<file path="config.mk">
export PLATFORM = sky130hd
export DESIGN_NAME = ram_port_arbiter
export DESIGN_NICKNAME = d
export VERILOG_FILES = /design/src/rtl/task_pkg.sv /design/src/rtl/rr_arb2.sv /design/src/rtl/ram_port_arbiter.sv
export SDC_FILE = /design/constraint.sdc
export NUM_CORES = 1
export LEC_CHECK = 0
export BUFFER_PORTS_ARGS = -buffer_cell sky130_fd_sc_hd__buf_4
export CORE_MARGIN = 2
export CORE_UTILIZATION = 30
export DETAILED_ROUTE_END_ITERATION = 10
export GPL_TIMING_DRIVEN = 0
export PLACE_DENSITY = 0.7
export SLEW_MARGIN = 20
export SYNTH_ARGS = -nofsm -noshare
export SYNTH_HDL_FRONTEND = slang
export SYNTH_SLANG_ARGS = --single-unit
</file>
<file path="constraint.sdc">
create_clock -name clk -period 1.6 [get_ports clk]
set_input_delay 0.16 -clock clk [delete_from_list [all_inputs] [get_ports clk]]
set_output_delay 0.16 -clock clk [all_outputs]
set_load 0.01 [all_outputs]
</file>
<file path="src/rtl/task_pkg.sv">
// Shared types and widths for the task-RAM port arbiter and its helpers.
package task_pkg;

    localparam int AW = 5;
    localparam int DW = 4;

    typedef enum logic [1:0] {
        IDLE,
        OWN0,
        OWN1
    } state_t;

    typedef struct packed {
        logic valid;
        logic owner;
    } rd_entry_t;

endpackage

</file>
<file path="src/rtl/rr_arb2.sv">
// Combinational two-way grant: round-robin when idle, exclusive to the owner while a lock is held.
module rr_arb2
    import task_pkg::*;
(
    input  logic [1:0] i_req,
    input  logic       i_ptr,
    input  state_t     i_state,
    output logic [1:0] o_gnt
);

    always_comb begin
        o_gnt = 2'b00;
        case (i_state)
            IDLE: begin
                if (&i_req) begin
                    o_gnt = i_ptr ? 2'b10 : 2'b01;
                end else begin
                    o_gnt = i_req;
                end
            end
            OWN0:    o_gnt = {1'b0, i_req[0]};
            OWN1:    o_gnt = {i_req[1], 1'b0};
            default: o_gnt = 2'b00;
        endcase
    end

endmodule

</file>
<file path="src/rtl/ram_port_arbiter.sv">
// Shares one single-port task RAM between two requesters, driving the RAM from registers
// and tagging read data with a per-requester valid strobe aligned to the RAM latency.
module ram_port_arbiter
    import task_pkg::*;
#(
    parameter int AW     = task_pkg::AW,
    parameter int DW     = task_pkg::DW,
    parameter int RD_LAT = 1
) (
    input  logic          clk,
    input  logic          rst_n,

    input  logic          req0,
    input  logic          we0,
    input  logic [AW-1:0] addr0,
    input  logic [DW-1:0] wdata0,
    input  logic          lock0,
    output logic          gnt0,
    output logic          rvalid0,

    input  logic          req1,
    input  logic          we1,
    input  logic [AW-1:0] addr1,
    input  logic [DW-1:0] wdata1,
    input  logic          lock1,
    output logic          gnt1,
    output logic          rvalid1,

    output logic [DW-1:0] rdata,
    output logic [AW-1:0] ram_addr,
    output logic [DW-1:0] ram_din,
    output logic          ram_we,
    input  logic [DW-1:0] ram_dout,
    output logic          busy
);

    state_t               r_state;
    logic                 r_ptr;
    logic [AW-1:0]        r_ramAddr;
    logic [DW-1:0]        r_ramDin;
    logic                 r_ramWe;
    rd_entry_t [RD_LAT:0] r_rdPipe;

    logic [1:0]    w_req;
    logic [1:0]    w_gnt;
    logic          w_accept;
    logic          w_sel;
    logic          w_selWe;
    logic          w_selLock;
    logic [AW-1:0] w_selAddr;
    logic [DW-1:0] w_selData;
    logic          w_pipeBusy;

    assign w_req = {req1, req0};

    rr_arb2 u_arb (
        .i_req   (w_req),
        .i_ptr   (r_ptr),
        .i_state (r_state),
        .o_gnt   (w_gnt)
    );

    assign gnt0      = w_gnt[0];
    assign gnt1      = w_gnt[1];
    assign w_accept  = |(w_req & w_gnt);
    assign w_sel     = w_gnt[1];
    assign w_selWe   = w_sel ? we1    : we0;
    assign w_selLock = w_sel ? lock1  : lock0;
    assign w_selAddr = w_sel ? addr1  : addr0;
    assign w_selData = w_sel ? wdata1 : wdata0;

    // An owner that drops its request abandons the lock; the other side gets priority next.
    always_ff @(posedge clk or negedge rst_n) begin
        if (!rst_n) begin
            r_state <= IDLE;
            r_ptr   <= 1'b0;
        end else begin
            case (r_state)
                IDLE: begin
                    if (w_accept) begin
                        if (&w_req) begin
                            r_ptr <= ~w_sel;
                        end
                        if (w_selLock) begin
                            r_state <= w_sel ? OWN1 : OWN0;
                        end
                    end
                end
                OWN0: begin
                    if (!req0 || (w_accept && !lock0)) begin
                        r_state <= IDLE;
                        r_ptr   <= 1'b1;
                    end
                end
                OWN1: begin
                    if (!req1 || (w_accept && !lock1)) begin
                        r_state <= IDLE;
                        r_ptr   <= 1'b0;
                    end
                end
                default: begin
                    r_state <= IDLE;
                    r_ptr   <= 1'b0;
                end
            endcase
        end
    end

    always_ff @(posedge clk or negedge rst_n) begin
        if (!rst_n) begin
            r_ramAddr <= '0;
            r_ramDin  <= '0;
            r_ramWe   <= 1'b0;
        end else begin
            r_ramWe <= w_accept && w_selWe;
            if (w_accept) begin
                r_ramAddr <= w_selAddr;
                r_ramDin  <= w_selData;
            end
        end
    end

    // Entry i is valid in the (i+1)th cycle after the accept, so the last stage meets douta.
    always_ff @(posedge clk or negedge rst_n) begin
        if (!rst_n) begin
            r_rdPipe <= '0;
        end else begin
            r_rdPipe[0].valid <= w_accept && !w_selWe;
            r_rdPipe[0].owner <= w_sel;
            for (int i = 1; i <= RD_LAT; i++) begin
                r_rdPipe[i] <= r_rdPipe[i-1];
            end
        end
    end

    always_comb begin
        w_pipeBusy = 1'b0;
        for (int i = 0; i <= RD_LAT; i++) begin
            w_pipeBusy = w_pipeBusy | r_rdPipe[i].valid;
        end
    end

    assign rvalid0  = r_rdPipe[RD_LAT].valid && !r_rdPipe[RD_LAT].owner;
    assign rvalid1  = r_rdPipe[RD_LAT].valid &&  r_rdPipe[RD_LAT].owner;
    assign rdata    = ram_dout;
    assign ram_addr = r_ramAddr;
    assign ram_din  = r_ramDin;
    assign ram_we   = r_ramWe;
    assign busy     = (r_state != IDLE) || w_pipeBusy;

endmodule

</file>
### Word-level counts from Yosys, hierarchy flattened

Cells that the tools add are included.

* register bits: 17
* output and inout bits: 19
* logic and storage cells: 58

* equal/unequal tests: 7
* multiplexer cells: 18
* bitwise operators: 3
* reduce and logical (&&, ||, !) cells: 21

Operator list (number)
* 2-to-1 mux 2 bit: 7
* one-hot mux 2 bit (3 select lines): 2
* != test 2 bit, second input constant: 5
* AND reduction 4 bit: 2
* logical AND 1 bit: 6
* logical NOT 1 bit: 6
* 2-to-1 mux 1 bit: 6
* 2-to-1 mux 5 bit: 1
* 2-to-1 mux 4 bit: 1
* logical OR 1 bit: 3
* one-hot mux 1 bit (3 select lines): 1
* AND 2 bit: 1
* == test 2 x 1 -> 1 bit, second input constant: 1
* == test 2 bit, second input constant: 1
* logical NOT 2 bit: 1
* AND reduction 2 bit: 1
* nonzero test 2 bit: 1
* OR reduction 2 bit: 1
* inverter 1 bit: 1
* bitwise OR 1 bit: 1

### Depth between registers and ports, before layout

* depth after elaboration: 9
* mapped depth: 5
* gate-level depth less buffers: 4

### Hierarchy

Synthesis repeated with hierarchy kept, for this count alone.

* cells, all modules: 81
* area total of the unflattened synthesis: 879.6 um2

Modules (own cells, without submodules)
* ram_port_arbiter: times used 1, cells each 77, area each 847.1 um2, sequential area each 425.4 um2
* rr_arb2: times used 1, cells each 4, area each 32.5 um2, sequential area each 0.0 um2

### Worst setup path before layout

Ideal clock, no wire load.

* kind: reg2reg
* from: reg r_state[1]
* to: reg r_ramAddr[0], in the netlist ram_addr[0]
* arrival: 1.157 ns
* data required time: 1.477 ns
* slack: 0.320 ns
* stages on the path, launching flop included: 6
* path buffers: 2
* period minus slack after synthesis: 1.280 ns
* cells stage by stage: dfrtp_1 > nand2b_4 > buf_6 > a21o_1 > buf_6 > o221a_1

* longest elaborated chain between the ends: 4
* elaborated cells between the ends (all ways): 7
* classes of those cells: 2 x eq/ne; 2 x mux; 1 x bitwise; 2 x reduce/logical

Ends and longest elaborated chain
* start, declared: RTL line ram_port_arbiter.sv:37 `state_t r_state;`
* start signal, assigned: RTL line ram_port_arbiter.sv:85 `r_state <= w_sel ? OWN1 : OWN0;`
* == test 2 bit, or another cell as far along: RTL line rr_arb2.sv:13 `case (i_state)`
* one-hot mux 2 bit (3 select lines) *: RTL line rr_arb2.sv:13
* AND 2 bit: RTL line ram_port_arbiter.sv:65 `assign w_accept = |(w_req & w_gnt);`
* OR reduction 2 bit: RTL line ram_port_arbiter.sv:65
* end signal, assigned: RTL line ram_port_arbiter.sv:117 `r_ramAddr <= w_selAddr;`
* end, declared: RTL line ram_port_arbiter.sv:39 `logic [AW-1:0] r_ramAddr;`

Every way passes the cells marked *; elsewhere a longest branch is shown, timed or not.
A chain may end at the register's enable or synchronous reset.

### Final worst setup path

* from: reg r_state[0]
* to: out busy

* longest elaborated chain between the ends: 2

Ends and longest elaborated chain
* nonzero test 2 bit: RTL line ram_port_arbiter.sv:149 `assign busy = (r_state != IDLE) || w_pipeBusy;`
* logical OR 1 bit: RTL line ram_port_arbiter.sv:149
* end, declared: RTL line ram_port_arbiter.sv:34 `output logic busy`

Every way passes these cells.

==> flow_summary.html <==
<table>
<tr><th>Metric</th><th>Value</th></tr>
<tr><th colspan="2">Min path</th></tr>
<tr><td>Startpoint of the most critical hold path</td><td>we0</td></tr>
<tr><td>Worst Hold Class</td><td>in2reg</td></tr>
<tr><th colspan="2">Route</th></tr>
<tr><td>DRC violation count after routing</td><td>0</td></tr>
<tr><td>Vias</td><td>738</td></tr>
<tr><td>Violation count after the first detailed-routing iteration</td><td>11</td></tr>
<tr><td>Number of nets with antenna violations after detailed routing</td><td>0</td></tr>
<tr><td>Number of optimization iterations in the first detailed-route pass</td><td>4</td></tr>
<tr><td>Mean routed wirelength per cell</td><td>~13 um</td></tr>
<tr><td>Average vias per placed instance</td><td>4.99</td></tr>
<tr><td>Wirelength, routed</td><td>1.97 mm</td></tr>
<tr><th colspan="2">Global routing</th></tr>
<tr><td>Met3 usage in global routing</td><td>0.0300</td></tr>
<tr><td>GR Layer Usage met1</td><td>0.159</td></tr>
<tr><td>Largest net degree at the start of global routing</td><td>18</td></tr>
<tr><td>Global routing met2 resource utilization</td><td>0.199</td></tr>
<tr><td>Number of global-route vias before repair</td><td>roughly 720</td></tr>
<tr><td>Aggregate global routing overflow</td><td>0</td></tr>
<tr><td>Antenna violations before repair</td><td>0</td></tr>
<tr><td>Most utilized layer in the global route result</td><td>met2</td></tr>
<tr><td>Overall fraction of global-route tracks in use</td><td>0.124</td></tr>
<tr><td>First-pass GRT wire length</td><td>3.13 mm</td></tr>
<tr><th colspan="2">Critical path</th></tr>
<tr><td>Buf/Inv on CP</td><td>1</td></tr>
<tr><td>Start point of the critical path</td><td>r_state[0]</td></tr>
<tr><td>Destination of the critical timing path</td><td>busy</td></tr>
<tr><td>Worst R2R Setup Slack</td><td>roughly 0.16 ns</td></tr>
<tr><td>Category of the worst setup path capture point</td><td>output port</td></tr>
<tr><td>Required time at the worst-slack endpoint</td><td>1.44 ns</td></tr>
<tr><td>Critical Path Stages</td><td>2</td></tr>
<tr><td>Number of cells on the worst reg-to-reg path</td><td>4</td></tr>
<tr><td>Arr. time, crit path</td><td>1.38 ns</td></tr>
<tr><td>Kind of cell adding the most delay to the critical path</td><td>simple AND/OR/NAND/NOR gates</td></tr>
<tr><td>CP max FO</td><td>6</td></tr>
<tr><td>Sequence of cells on the critical path</td><td>or4_4 &gt; buf_6</td></tr>
<tr><td>Reg2reg start</td><td>r_state[1]</td></tr>
<tr><td>Master of the slowest instance on the critical path</td><td>sky130_fd_sc_hd__or4_4</td></tr>
<tr><td>Highest cell delay on the worst timing path</td><td>0.53 ns</td></tr>
<tr><td>Startpoint kind of the worst setup timing path</td><td>register</td></tr>
<tr><td>Crit Path Category</td><td>reg2out</td></tr>
<tr><td>R2R Path End</td><td>r_ptr</td></tr>
<tr><th colspan="2">Floorplanning</th></tr>
<tr><td>Standard-cell row count</td><td>19</td></tr>
<tr><td>Area of the placeable core</td><td>2690 um2</td></tr>
<tr><td># IOs</td><td>49</td></tr>
<tr><td>Chip height</td><td>56.5 um</td></tr>
<tr><td>Initial standard-cell utilization of the core</td><td>0.308</td></tr>
<tr><td>Chip width</td><td>between 50 and 60 um</td></tr>
<tr><td>Die footprint</td><td>3190 um2</td></tr>
<tr><th colspan="2">Synthesis</th></tr>
<tr><td>Mapped Area</td><td>827 um2</td></tr>
<tr><td>Register bit total from synthesis</td><td>17</td></tr>
<tr><td>Area leader, netlist</td><td>sky130_fd_sc_hd__dfrtp_1</td></tr>
<tr><td>Number of nets in the synthesized netlist</td><td>97</td></tr>
<tr><td>Yosys Warn Count</td><td>0</td></tr>
<tr><td>Most area-consuming cells after synthesis</td><td>sky130_fd_sc_hd__dfrtp_1 (51%), sky130_fd_sc_hd__o221a_1 (12%), sky130_fd_sc_hd__nand3b_1 (9.1%), sky130_fd_sc_hd__buf_4 (3.6%), sky130_fd_sc_hd__buf_6 (2.7%)</td></tr>
<tr><td>Portion of the post-synthesis area used by sequential elements</td><td>0.514</td></tr>
<tr><td>Gate Count Post-Synth</td><td>between 60 and 70</td></tr>
<tr><td>Synth unique cells</td><td>24</td></tr>
<tr><td>Portion of synthesized cell area occupied by the leading cell type</td><td>0.514</td></tr>
<tr><td>Synthesized area per cell</td><td>12.3 um2</td></tr>
<tr><th colspan="2">Placed design</th></tr>
<tr><td>Cell Count Post-Placement</td><td>142</td></tr>
<tr><td>HPWL after detailed placement</td><td>between 1 and 1.5 mm</td></tr>
<tr><td>Quantity of I/O buffers inserted on ports</td><td>44</td></tr>
<tr><td>Routability congestion estimate</td><td>0.711</td></tr>
<tr><td>DP Worst Slack</td><td>roughly 0.2 ns</td></tr>
<tr><th colspan="2">STA</th></tr>
<tr><td>Worst hold margin</td><td>0.0434 ns</td></tr>
<tr><td>Worst slew slack as a fraction of its limit</td><td>0.677</td></tr>
<tr><td>Final cycle utilization of the critical path</td><td>0.962</td></tr>
<tr><td>Setup slack of the critical path after layout</td><td>0.0606 ns</td></tr>
<tr><td>Setup total negative slack</td><td>0 ns</td></tr>
<tr><td>Number of max-slew violations in the final report</td><td>0</td></tr>
<tr><td>Worst Skew</td><td>0.00259 ns</td></tr>
<tr><td>Endpoints failing hold</td><td>0</td></tr>
<tr><td>Maximum achievable frequency</td><td>650 MHz</td></tr>
<tr><td>Final setup violation count</td><td>0</td></tr>
<tr><td>Actual slew at the worst max-slew pin</td><td>0.484 ns</td></tr>
<tr><td>Shortest period the worst path allows</td><td>1.54 ns</td></tr>
<tr><th colspan="2">Clock tree</th></tr>
<tr><td>Clock Pin Slew Worst Setup and Hold Paths</td><td>0.10 ns</td></tr>
<tr><td>Maximum level of the CTS H-tree</td><td>1</td></tr>
<tr><td>TritonCTS clock tree</td><td>built</td></tr>
<tr><td>Number of buffers inserted during clock tree synthesis</td><td>3</td></tr>
<tr><td>Clock root cell</td><td>sky130_fd_sc_hd__clkbuf_4</td></tr>
<tr><td>Clock Latency Late Sink</td><td>approximately 0.29 ns</td></tr>
<tr><td>Max clock buf depth</td><td>2</td></tr>
<tr><td>TritonCTS sink count</td><td>17</td></tr>
<tr><th colspan="2">Layout</th></tr>
<tr><td>Fraction of layout cells with a size suffix above 1</td><td>0.538</td></tr>
<tr><td>Layout overhead on the synthesized area</td><td>51.1%</td></tr>
<tr><td>Post-route insts no fill</td><td>148</td></tr>
<tr><td>Commonest non-fill, non-tap cells in the layout</td><td>sky130_fd_sc_hd__buf_4 (48), sky130_fd_sc_hd__dfrtp_1 (16), sky130_fd_sc_hd__nand3b_1 (10)</td></tr>
<tr><td>Commonest non-fill, non-tap cell in the layout</td><td>sky130_fd_sc_hd__buf_4</td></tr>
<tr><td>N_diodes</td><td>0</td></tr>
<tr><td>Number of nets in the layout</td><td>148</td></tr>
<tr><th colspan="2">Power and ir drop</th></tr>
<tr><td>Leakage power figure</td><td>0.582 nW</td></tr>
<tr><td>VDD IR-drop max</td><td>609 uV</td></tr>
<tr><td>Power density over the cells</td><td>1060 nW/um2</td></tr>
<tr><th colspan="2">Job</th></tr>
<tr><td>Count of maximum capacitance violations</td><td>0</td></tr>
<tr><th colspan="2">Outcome</th></tr>
<tr><td>Run status</td><td>finished, final reports clean</td></tr>
</table>
==> synth_stat cells, drive strengths merged <==
cell type,n
dfrtp,17
nand3b,10
o221a,9
buf,7
and2,3
inv,3
nand2b,2
o22ai,2
or4,2
a21o,1
a22o,1
a31oi,1
and2b,1
and4,1
clkbuf,1
nand2,1
nor2b,1
o21ai,1
o221ai,1
o32a,1
or2,1
==> metal layers <==
metal | routed length, um | vias up | part of all wire
li1 | - | 351 | -
met1 | 882 | 351 | 0.45
met2 | 926 | 36 | 0.47
met3 | 162 | 0 | 0.082
met4 | 0 | 0 | 0
met5 | 0 | - | 0
==> worst register-to-register path, stage by stage (launching register included) <==
cell                       delay (ns)
sky130_fd_sc_hd__dfrtp_2         0.45
sky130_fd_sc_hd__buf_4           0.14
sky130_fd_sc_hd__nand3b_1        0.22
sky130_fd_sc_hd__and2_1          0.20
sky130_fd_sc_hd__o32a_1          0.33
==> cell type report <==
cell class,count,area [um2]
Sequential cell,17,427
Tap cell,31,38.8
Fill cell,254,1440
Multi-Input combinational cell,39,333
Inverter,3,11.3
Timing Repair Buffer,46,352
Clock inverter,1,5.00
Buffer,8,61.3
Clock buffer,3,22.5
==> sequential cells by signal, summed over array words and instances (netlist names) <==
name / count
r_ptr: 1
r_rdPipe: 4
r_state: 2
ram_addr: 5
ram_din: 4
ram_we: 1
==> stage by stage <==
stage	power, mW	instance area, um2	util
after floorplan	0.843	827	-
after global placement	1.08	1200	0.445
after detailed placement	1.09	1200	0.445
after CTS	1.33	1230	0.459
after global routing	1.40	1250	0.465
final	1.33	1250	0.465
==> cells by family (layout without fill, tap and decap cells) <==
group                  after synthesis  after routing  share of synthesized area
AOI/OAI and AO/OA                   17             17                      0.201
DFF                                 17             17                      0.514
buffers and inverters               11             61                     0.0877
and+or+nand+nor                     22             22                      0.197
==> repair_timing <==
item,in CTS,in global routing
hold buffers,1,0
hold endpoints to repair,17,0
resized for setup,0,4
endpoints found under the setup margin,0,2
setup buffers,0,1
==> power by group <==
part | switching [mW] | total [mW] | internal (mW)
Sequential | 0.0636 | 0.589 | 0.525
Clock | 0.133 | 0.226 | 0.0928
Combinational | 0.209 | 0.511 | 0.302
==> how the worst min path moves through the flow <==
stage	depth (start not counted)	to
floorplan	0	r_ptr
global route	2	r_rdPipe[1]
CTS	2	r_rdPipe[1]
global placement	1	ram_din[1]
finish	2	r_rdPipe[1]
detailed placement	1	ram_din[2]
(Power assumes the default switching activity.)
